$ cat config.mk
export PLATFORM = sky130hd
export DESIGN_NAME = seven_seg_seconds
export DESIGN_NICKNAME = d
export VERILOG_FILES = /design/src/rtl/seven_seg_pkg.sv /design/src/rtl/seven_seg_decoder.sv /design/src/rtl/seven_seg_seconds.sv
export SDC_FILE = /design/constraint.sdc
export NUM_CORES = 1
export LEC_CHECK = 0
export CAP_MARGIN = 20
export CORE_MARGIN = 8
export CORE_UTILIZATION = 45
export CTS_CLUSTER_DIAMETER = 150
export CTS_CLUSTER_SIZE = 16
export DETAILED_ROUTE_END_ITERATION = 6
export HOLD_SLACK_MARGIN = 0.15
export MAX_ROUTING_LAYER = met4
export PLACE_DENSITY = 0.63
export SETUP_SLACK_MARGIN = 0.5
export SYNTH_ARGS = -nofsm -noshare
export SYNTH_HDL_FRONTEND = slang
export SYNTH_SLANG_ARGS = --single-unit
$ cat constraint.sdc
create_clock -name clk -period 5.1 [get_ports clk]
set_input_delay 1.275 -clock clk [delete_from_list [all_inputs] [get_ports clk]]
set_output_delay 1.275 -clock clk [all_outputs]
set_load 0.02 [all_outputs]
$ cat src/rtl/seven_seg_pkg.sv
// Shared constants and types for the seven-segment seconds counter.
// Segment patterns are active-high {g,f,e,d,c,b,a}; polarity is applied in the decoder.
package seven_seg_pkg;

    localparam int DIGIT_W = 4;

    typedef logic [DIGIT_W-1:0] digit_t;

    localparam digit_t DIGIT_MAX = digit_t'(9);

    localparam logic [6:0] SEG_0     = 7'h3F;
    localparam logic [6:0] SEG_1     = 7'h06;
    localparam logic [6:0] SEG_2     = 7'h5B;
    localparam logic [6:0] SEG_3     = 7'h4F;
    localparam logic [6:0] SEG_4     = 7'h66;
    localparam logic [6:0] SEG_5     = 7'h6D;
    localparam logic [6:0] SEG_6     = 7'h7D;
    localparam logic [6:0] SEG_7     = 7'h07;
    localparam logic [6:0] SEG_8     = 7'h7F;
    localparam logic [6:0] SEG_9     = 7'h6F;
    localparam logic [6:0] SEG_BLANK = 7'h00;

endpackage

$ cat src/rtl/seven_seg_decoder.sv
// Combinational BCD digit to seven-segment decoder.
// Define SEVEN_SEG_COMMON_ANODE_EN for active-low (common-anode) segment drive.
module seven_seg_decoder
    import seven_seg_pkg::*;
(
    input  digit_t     i_digit,
    output logic [6:0] o_seg
);

    logic [6:0] w_seg_ah;

    always_comb begin
        w_seg_ah = SEG_BLANK;
        case (i_digit)
            digit_t'(0): w_seg_ah = SEG_0;
            digit_t'(1): w_seg_ah = SEG_1;
            digit_t'(2): w_seg_ah = SEG_2;
            digit_t'(3): w_seg_ah = SEG_3;
            digit_t'(4): w_seg_ah = SEG_4;
            digit_t'(5): w_seg_ah = SEG_5;
            digit_t'(6): w_seg_ah = SEG_6;
            digit_t'(7): w_seg_ah = SEG_7;
            digit_t'(8): w_seg_ah = SEG_8;
            digit_t'(9): w_seg_ah = SEG_9;
            default:     w_seg_ah = SEG_BLANK;
        endcase
    end

`ifdef SEVEN_SEG_COMMON_ANODE_EN
    assign o_seg = ~w_seg_ah;
`else
    assign o_seg = w_seg_ah;
`endif

endmodule

$ cat src/rtl/seven_seg_seconds.sv
// Free-running decimal seconds counter driving one seven-segment digit.
// Polarity option SEVEN_SEG_COMMON_ANODE_EN is handled inside seven_seg_decoder.
module seven_seg_seconds
    import seven_seg_pkg::*;
#(
    parameter int unsigned COMPARE = 16_000_000
) (
    input  logic       clk,
    input  logic       reset,
    output logic [6:0] led_out
);

    // COMPARE = 1 would give a zero-width counter; keep at least one bit.
    localparam int CNT_W = (COMPARE > 1) ? $clog2(COMPARE) : 1;
    localparam logic [CNT_W-1:0] CNT_MAX = CNT_W'(COMPARE - 1);

    logic [CNT_W-1:0] r_tick_cnt;
    digit_t           r_digit;
    logic             w_tick;

    assign w_tick = (r_tick_cnt == CNT_MAX);

    always_ff @(posedge clk or negedge reset) begin
        if (!reset) begin
            r_tick_cnt <= '0;
        end else if (w_tick) begin
            r_tick_cnt <= '0;
        end else begin
            r_tick_cnt <= r_tick_cnt + CNT_W'(1);
        end
    end

    always_ff @(posedge clk or negedge reset) begin
        if (!reset) begin
            r_digit <= '0;
        end else if (w_tick) begin
            r_digit <= (r_digit == DIGIT_MAX) ? digit_t'(0) : r_digit + digit_t'(1);
        end
    end

    seven_seg_decoder u_decoder (
        .i_digit (r_digit),
        .o_seg   (led_out)
    );

endmodule

# Yosys cells after proc, flatten, opt, wreduce, memory -nomap -nowiden
# Memory sizes are Yosys's and may differ from the RTL's.
# Index checks and enable logic that the tools add are counted.
[word_totals]
ff_bits = 28
rom_bits = 112
in_bits = 2
elab_cells = 9
mem_count = 1
[mem_list]
columns = ["name", "words", "width", "rd", "rd_clocked_by_memory_dff", "write_ports", "line_no", "text"]
rows = [
  ["(no name shown)", 16, 7, 1, 0, 0, "seven_seg_decoder.sv:14", "case (i_digit)"],
]
[classes]
n_addsub = 2
n_eq_ne = 2
mux = 2
[op_table]
columns = ["cell", "n"]
rows = [
  ["24-bit by 1-bit adder with 24-bit output (second input constant)", 1],
  ["24-bit == test (second input constant)", 1],
  ["24-bit 2-to-1 mux", 1],
  ["4-bit by 1-bit adder with 4-bit output (second input constant)", 1],
  ["4-bit == test (second input constant)", 1],
  ["4-bit 2-to-1 mux", 1],
]

# Logic depth before layout (Yosys ltp)
[depth]
depth_word = 2
depth_mapped = 6

# Cells and area by module
# From an unflattened synthesis, not the netlist that was laid out.
[unflattened]
cells_unflattened = 152
hier_area_um2 = 1545.2
[by_module_without_submodules]
columns = ["module", "n_inst", "cells_each", "area_each_um2"]
rows = [
  ["seven_seg_seconds", 1, 126, 1343.8],
  ["seven_seg_decoder", 1, 26, 201.4],
]

# Least setup slack after synthesis
# Ideal clock, no wire load.
[synth_timing]
path_kind = "register -> output"
startpoint = "register r_digit[1]"
endpoint = "output led_out[3]"
t_arrival_ns = 1.373
setup_slack_ns = 2.452
path_stages_with_launch = 5
path_buffers = 0
cell_sequence = "dfrtp_1 > inv_1 > ha_1 > inv_1 > o21ai_0"
[synth_via]
elab_chain_cells = 1
[synth_lines]
columns = ["element", "line_no", "text"]
rows = [
  ["start, declared", "seven_seg_seconds.sv:18", "digit_t r_digit;"],
  ["start signal, assigned", "seven_seg_seconds.sv:37", "r_digit <= (r_digit == DIGIT_MAX) ? digit_t'(0) : r_digit + digit_t'(1);"],
  ["memory read 16 x 7 bit", "--", ""],
  ["end, declared", "seven_seg_seconds.sv:10", "output logic [6:0] led_out"],
]
# No other way between the ends.

# Final worst setup path
# Ends and elaborated chain as after synthesis.

==> report_table.html <==
<table>
<tr><th>Metric</th><th>Value</th></tr>
<tr><th colspan="2">Setup path</th></tr>
<tr><td>Capturing element of the worst setup path</td><td>led_out[3]</td></tr>
<tr><td>Reg-to-Reg End</td><td>r_digit[3]</td></tr>
<tr><td>Largest stage delay on the critical path</td><td>630 ps</td></tr>
<tr><td>Flop2flop setup slack</td><td>between 2000 and 3000 ps</td></tr>
<tr><td>CP endpoint kind</td><td>primary output</td></tr>
<tr><td>Element type at the critical path start</td><td>flip-flop</td></tr>
<tr><td>R2R depth</td><td>4</td></tr>
<tr><td>Sequence of cells on the critical path</td><td>inv_1 &gt; ha_1 &gt; o21ai_0 &gt; nand2b_1 &gt; o21ai_0 &gt; clkdlybuf4s50_1</td></tr>
<tr><td>Critical path peak fanout</td><td>9</td></tr>
<tr><td>Master of the slowest instance on the critical path</td><td>sky130_fd_sc_hd__clkdlybuf4s50_1</td></tr>
<tr><td>Worst reg2reg path startpoint</td><td>r_tick_cnt[11]</td></tr>
<tr><td>Setup Crit Path Kind</td><td>reg -&gt; out</td></tr>
<tr><td>Worst path arrival time</td><td>between 2000 and 2500 ps</td></tr>
<tr><td>Critical path data required time</td><td>3830 ps</td></tr>
<tr><td>Crit-path most repeated cell</td><td>sky130_fd_sc_hd__o21ai_0</td></tr>
<tr><td>Worst setup startpoint</td><td>r_digit[1]</td></tr>
<tr><th colspan="2">STA</th></tr>
<tr><td>Hold slack</td><td>475 ps</td></tr>
<tr><td>Final critical-path required period</td><td>roughly 3500 ps</td></tr>
<tr><td>Top achievable clock speed</td><td>about 290 MHz</td></tr>
<tr><td>Actual transition at the worst max-transition pin</td><td>approximately 950 ps</td></tr>
<tr><td>Worst slew margin relative to its limit</td><td>around 36%</td></tr>
<tr><td>Setup clock skew after layout</td><td>between 9 and 10 ps</td></tr>
<tr><td>Period Utilization, post-route</td><td>67.7%</td></tr>
<tr><td>Count of endpoints failing hold in the final timing report</td><td>0</td></tr>
<tr><td>Setup TNS</td><td>0 ps</td></tr>
<tr><td>Finish-stage setup viols</td><td>0</td></tr>
<tr><td>Setup repair after global routing missed its margin</td><td>no</td></tr>
<tr><td>Pins over their slew limit</td><td>0</td></tr>
<tr><th colspan="2">Layout</th></tr>
<tr><td>Antenna Cells</td><td>0</td></tr>
<tr><td>Filler cell count in the final layout</td><td>340</td></tr>
<tr><td>Area added between synthesis and finish</td><td>9.44%</td></tr>
<tr><td>Share of post-route cells with drive strength above 1</td><td>~5.3%</td></tr>
<tr><td>Number of nets in the final layout</td><td>approximately 180</td></tr>
<tr><td>Area of all placed cells without fillers</td><td>1730 um^2</td></tr>
<tr><th colspan="2">Global routing</th></tr>
<tr><td>All-layer global routing usage</td><td>between 10% and 20%</td></tr>
<tr><td>First-pass GRT wire length</td><td>5640 um</td></tr>
<tr><td>Vias in the first global route</td><td>between 1,000 and 1,500</td></tr>
<tr><td>GR Overflow Total</td><td>0</td></tr>
<tr><td>Maximum number of pins on one net before global-route repair</td><td>23</td></tr>
<tr><td>Antenna violations before repair</td><td>0</td></tr>
<tr><th colspan="2">Die</th></tr>
<tr><td>Placement Rows</td><td>21</td></tr>
<tr><td>Chip height</td><td>75.2 um</td></tr>
<tr><td>Overall die width</td><td>75.2 um</td></tr>
<tr><td>Initial Utilization</td><td>between 40 and 50%</td></tr>
<tr><td>I/O pin count</td><td>9</td></tr>
<tr><td>Floorplan die area</td><td>5660 um^2</td></tr>
<tr><td>Core Area</td><td>approximately 3400 um^2</td></tr>
<tr><th colspan="2">Synth</th></tr>
<tr><td>Number of flops mapped to enable cells by yosys</td><td>0</td></tr>
<tr><td>Syn avg cell area</td><td>roughly 9.7 um^2</td></tr>
<tr><td>Async S/R FF share, synth</td><td>100%</td></tr>
<tr><td>Cell types occupying the most area after synthesis</td><td>sky130_fd_sc_hd__dfrtp_1, sky130_fd_sc_hd__xnor2_1, sky130_fd_sc_hd__ha_1</td></tr>
<tr><td>Library cell occupying the most area in the post-synthesis netlist</td><td>sky130_fd_sc_hd__dfrtp_1</td></tr>
<tr><td>Gate count after technology mapping</td><td>around 160</td></tr>
<tr><td>Syn Nets</td><td>roughly 170</td></tr>
<tr><td>YS warnings</td><td>0</td></tr>
<tr><td>Sequential cell area fraction in the yosys report</td><td>44.4%</td></tr>
<tr><td>Number of library cell types mapped by synthesis</td><td>36</td></tr>
<tr><td>Total of flip-flops plus latches after synthesis</td><td>28</td></tr>
<tr><td>Predominant post-synthesis flop cell</td><td>sky130_fd_sc_hd__dfrtp_1</td></tr>
<tr><td>Cell area after synthesis</td><td>1580 um^2</td></tr>
<tr><td>Proportion of netlist area held by the largest area contributor</td><td>around 44%</td></tr>
<tr><th colspan="2">Power and ir drop</th></tr>
<tr><td>Static Leakage</td><td>0.769 nW</td></tr>
<tr><td>Worst supply voltage drop on vdd</td><td>approximately 0.14 mV</td></tr>
<tr><td>Power density relative to cell area</td><td>around 180 nW/um^2</td></tr>
<tr><th colspan="2">Route</th></tr>
<tr><td>Via count</td><td>1,188</td></tr>
<tr><td>Detail Route met2 WL</td><td>around 1500 um</td></tr>
<tr><td>Number of routed nets with antenna violations</td><td>0</td></tr>
<tr><td>Number of optimization iterations in the first detailed-route pass</td><td>4</td></tr>
<tr><td>Remaining design rule violation count</td><td>0</td></tr>
<tr><td>Detail-routed via count per cell</td><td>between 5 and 6</td></tr>
<tr><td>Total Routed Length</td><td>just over 3000 um</td></tr>
<tr><td>Met3 routed wirelength</td><td>about 94 um</td></tr>
<tr><td>Met1 Routed Length</td><td>approximately 1400 um</td></tr>
<tr><td>Number of DRC markers after the initial detailed-route iteration</td><td>64</td></tr>
<tr><td>Post-DR wirelength/cell</td><td>about 14 um</td></tr>
<tr><td>Top routing layer used</td><td>met4</td></tr>
<tr><th colspan="2">Clocking</th></tr>
<tr><td>Number of buffers inserted by hold repair at cts</td><td>0</td></tr>
<tr><td>Post-CTS clock slew at the launch and capture registers of the worst setup and hold paths</td><td>130 ps</td></tr>
<tr><td>Buffer count from post-CTS setup fixing</td><td>0</td></tr>
<tr><td>Root buffer selected by CTS</td><td>sky130_fd_sc_hd__clkbuf_4</td></tr>
<tr><td>Clock Tree Buf Depth</td><td>2</td></tr>
<tr><td>Deepest level of the CTS H-tree</td><td>1</td></tr>
<tr><td>Num CTS Buffers</td><td>3</td></tr>
<tr><td>Number of sinks handled by clock tree synthesis</td><td>28</td></tr>
<tr><td>Resized cells post-CTS</td><td>0</td></tr>
<tr><td>TritonCTS clock tree</td><td>built</td></tr>
<tr><td>Clock latency on the worst-skew pair</td><td>320 ps</td></tr>
<tr><th colspan="2">Min path</th></tr>
<tr><td>Hold/Removal Path Class</td><td>reg -&gt; reg</td></tr>
<tr><th colspan="2">Outcome</th></tr>
<tr><td>Run status</td><td>complete, no violations</td></tr>
<tr><th colspan="2">Placement</th></tr>
<tr><td>Buffers on Ports</td><td>8</td></tr>
<tr><td>Half-perimeter wire length of the detailed placement result</td><td>2260 um</td></tr>
<tr><td>Final RePlAce weighted congestion</td><td>0.922</td></tr>
<tr><td>Placed Area</td><td>between 1500 and 2000 um^2</td></tr>
<tr><th colspan="2">Run</th></tr>
<tr><td>Max-cap violations</td><td>0</td></tr>
</table>
==> synth_stat cells (all sizes together), types with 2 or more instances <==
| master | instances |
|---|---|
| nand2 | 13 |
| nor4 | 4 |
| dfrtp | 28 |
| xnor2 | 12 |
| nand4 | 7 |
| ha | 8 |
| and3 | 3 |
| mux2i | 4 |
| nand2b | 3 |
| or4 | 2 |
| and4 | 3 |
| nor2 | 12 |
| nor2b | 2 |
| inv | 9 |
| a21oi | 5 |
| xor2 | 4 |
| o22ai | 5 |
| o21ai | 9 |
| nor3 | 4 |
| clkbuf | 3 |
| nand3 | 10 |
==> worst min path at each step <==
| stage | from | to | slack, ps | cells past startpoint |
|---|---|---|---|---|
| 2_1_floorplan | r_tick_cnt[6] | r_tick_cnt[6] | 440 | 1 |
| 3_3_place_gp | r_tick_cnt[6] | r_tick_cnt[6] | 460 | 1 |
| 3_5_place_dp | r_tick_cnt[6] | r_tick_cnt[6] | 460 | 1 |
| 4_1_cts | r_tick_cnt[6] | r_tick_cnt[6] | 480 | 1 |
| 5_1_grt | r_tick_cnt[6] | r_tick_cnt[6] | 500 | 1 |
| 6_report | r_tick_cnt[6] | r_tick_cnt[6] | 470 | 1 |
==> layer usage <==
layer / up-vias / track usage, %
met3: 5 / 2.80
met1: 574 / 15.3
met2: 17 / 21.8
met5: - / -
li1: 592 / -
met4: 0 / 4.05
==> cell families after synthesis <==
kind of cell / after synthesis / share of synthesized area [%]
muxes: 5 / 3.25
DFF: 28 / 44.4
xor gates and xnor gates: 16 / 8.88
buffers and inverters: 13 / 3.33
and+or+nand+nor: 66 / 23.8
AOI/OAI and AO/OA: 26 / 9.99
adders and majority gates: 8 / 6.34
==> report_power, final <==
group | switching, mW | internal (mW)
registers | 0 | 0.222
logic | 0.00427 | 0.00118
clock network | 0.0585 | 0.0277
total | 0.0628 | 0.251
==> per-stage QoR <==
step / utilization (%) / power (mW) / instances / worst slack (ps)
finish: 51.3 / 0.314 / 216 / 1650
detailed placement: 50.7 / 0.232 / 213 / 1980
global placement: 50.7 / 0.232 / 213 / 2060
floorplan: - / 0.226 / 162 / 2450
CTS: 51.3 / 0.321 / 216 / 1610
global route: 51.3 / 0.329 / 216 / 1450
==> registers in the layout (all words and copies together), names as in the netlist <==
register    cells
r_tick_cnt     24
r_digit         4
==> worst max-delay path, delay by kind of cell (launching register included) <==
family	cells	cell delay [ps]
fa+ha+maj	1	260
compound gates	2	230
simple gates	1	80
flops	1	520
buf+inv	2	770
==> cells in the final DEF, fill, tap and decap left out, types with 4 or more instances in the layout <==
| cell type | netlist | final |
|---|---|---|
| sky130_fd_sc_hd__inv_1 | 9 | 9 |
| sky130_fd_sc_hd__xor2_1 | 4 | 4 |
| sky130_fd_sc_hd__dfrtp_1 | 28 | 28 |
| sky130_fd_sc_hd__ha_1 | 8 | 8 |
| sky130_fd_sc_hd__mux2i_1 | 4 | 4 |
| sky130_fd_sc_hd__nand2_1 | 13 | 13 |
| sky130_fd_sc_hd__nand4_1 | 7 | 7 |
| sky130_fd_sc_hd__o21ai_0 | 9 | 9 |
| sky130_fd_sc_hd__clkdlybuf4s50_1 | 0 | 8 |
| sky130_fd_sc_hd__xnor2_1 | 12 | 12 |
| sky130_fd_sc_hd__a21oi_1 | 5 | 5 |
| sky130_fd_sc_hd__o22ai_1 | 5 | 5 |
| sky130_fd_sc_hd__nor2_1 | 11 | 11 |
| sky130_fd_sc_hd__nor3_1 | 4 | 4 |
| sky130_fd_sc_hd__nand3_1 | 10 | 10 |
==> layout make-up <==
class / instances / area [um^2] / area share [%]
Multi-Input combinational cell: 121 / 825 / 47.8
Clock buffer: 3 / 22.5 / 1.30
Timing Repair Buffer: 9 / 87.6 / 5.07
Sequential cell: 28 / 701 / 40.6
Inverter: 9 / 33.8 / 1.96
Tap cell: 46 / 57.6 / 3.33
(Power assumes the default switching activity.)
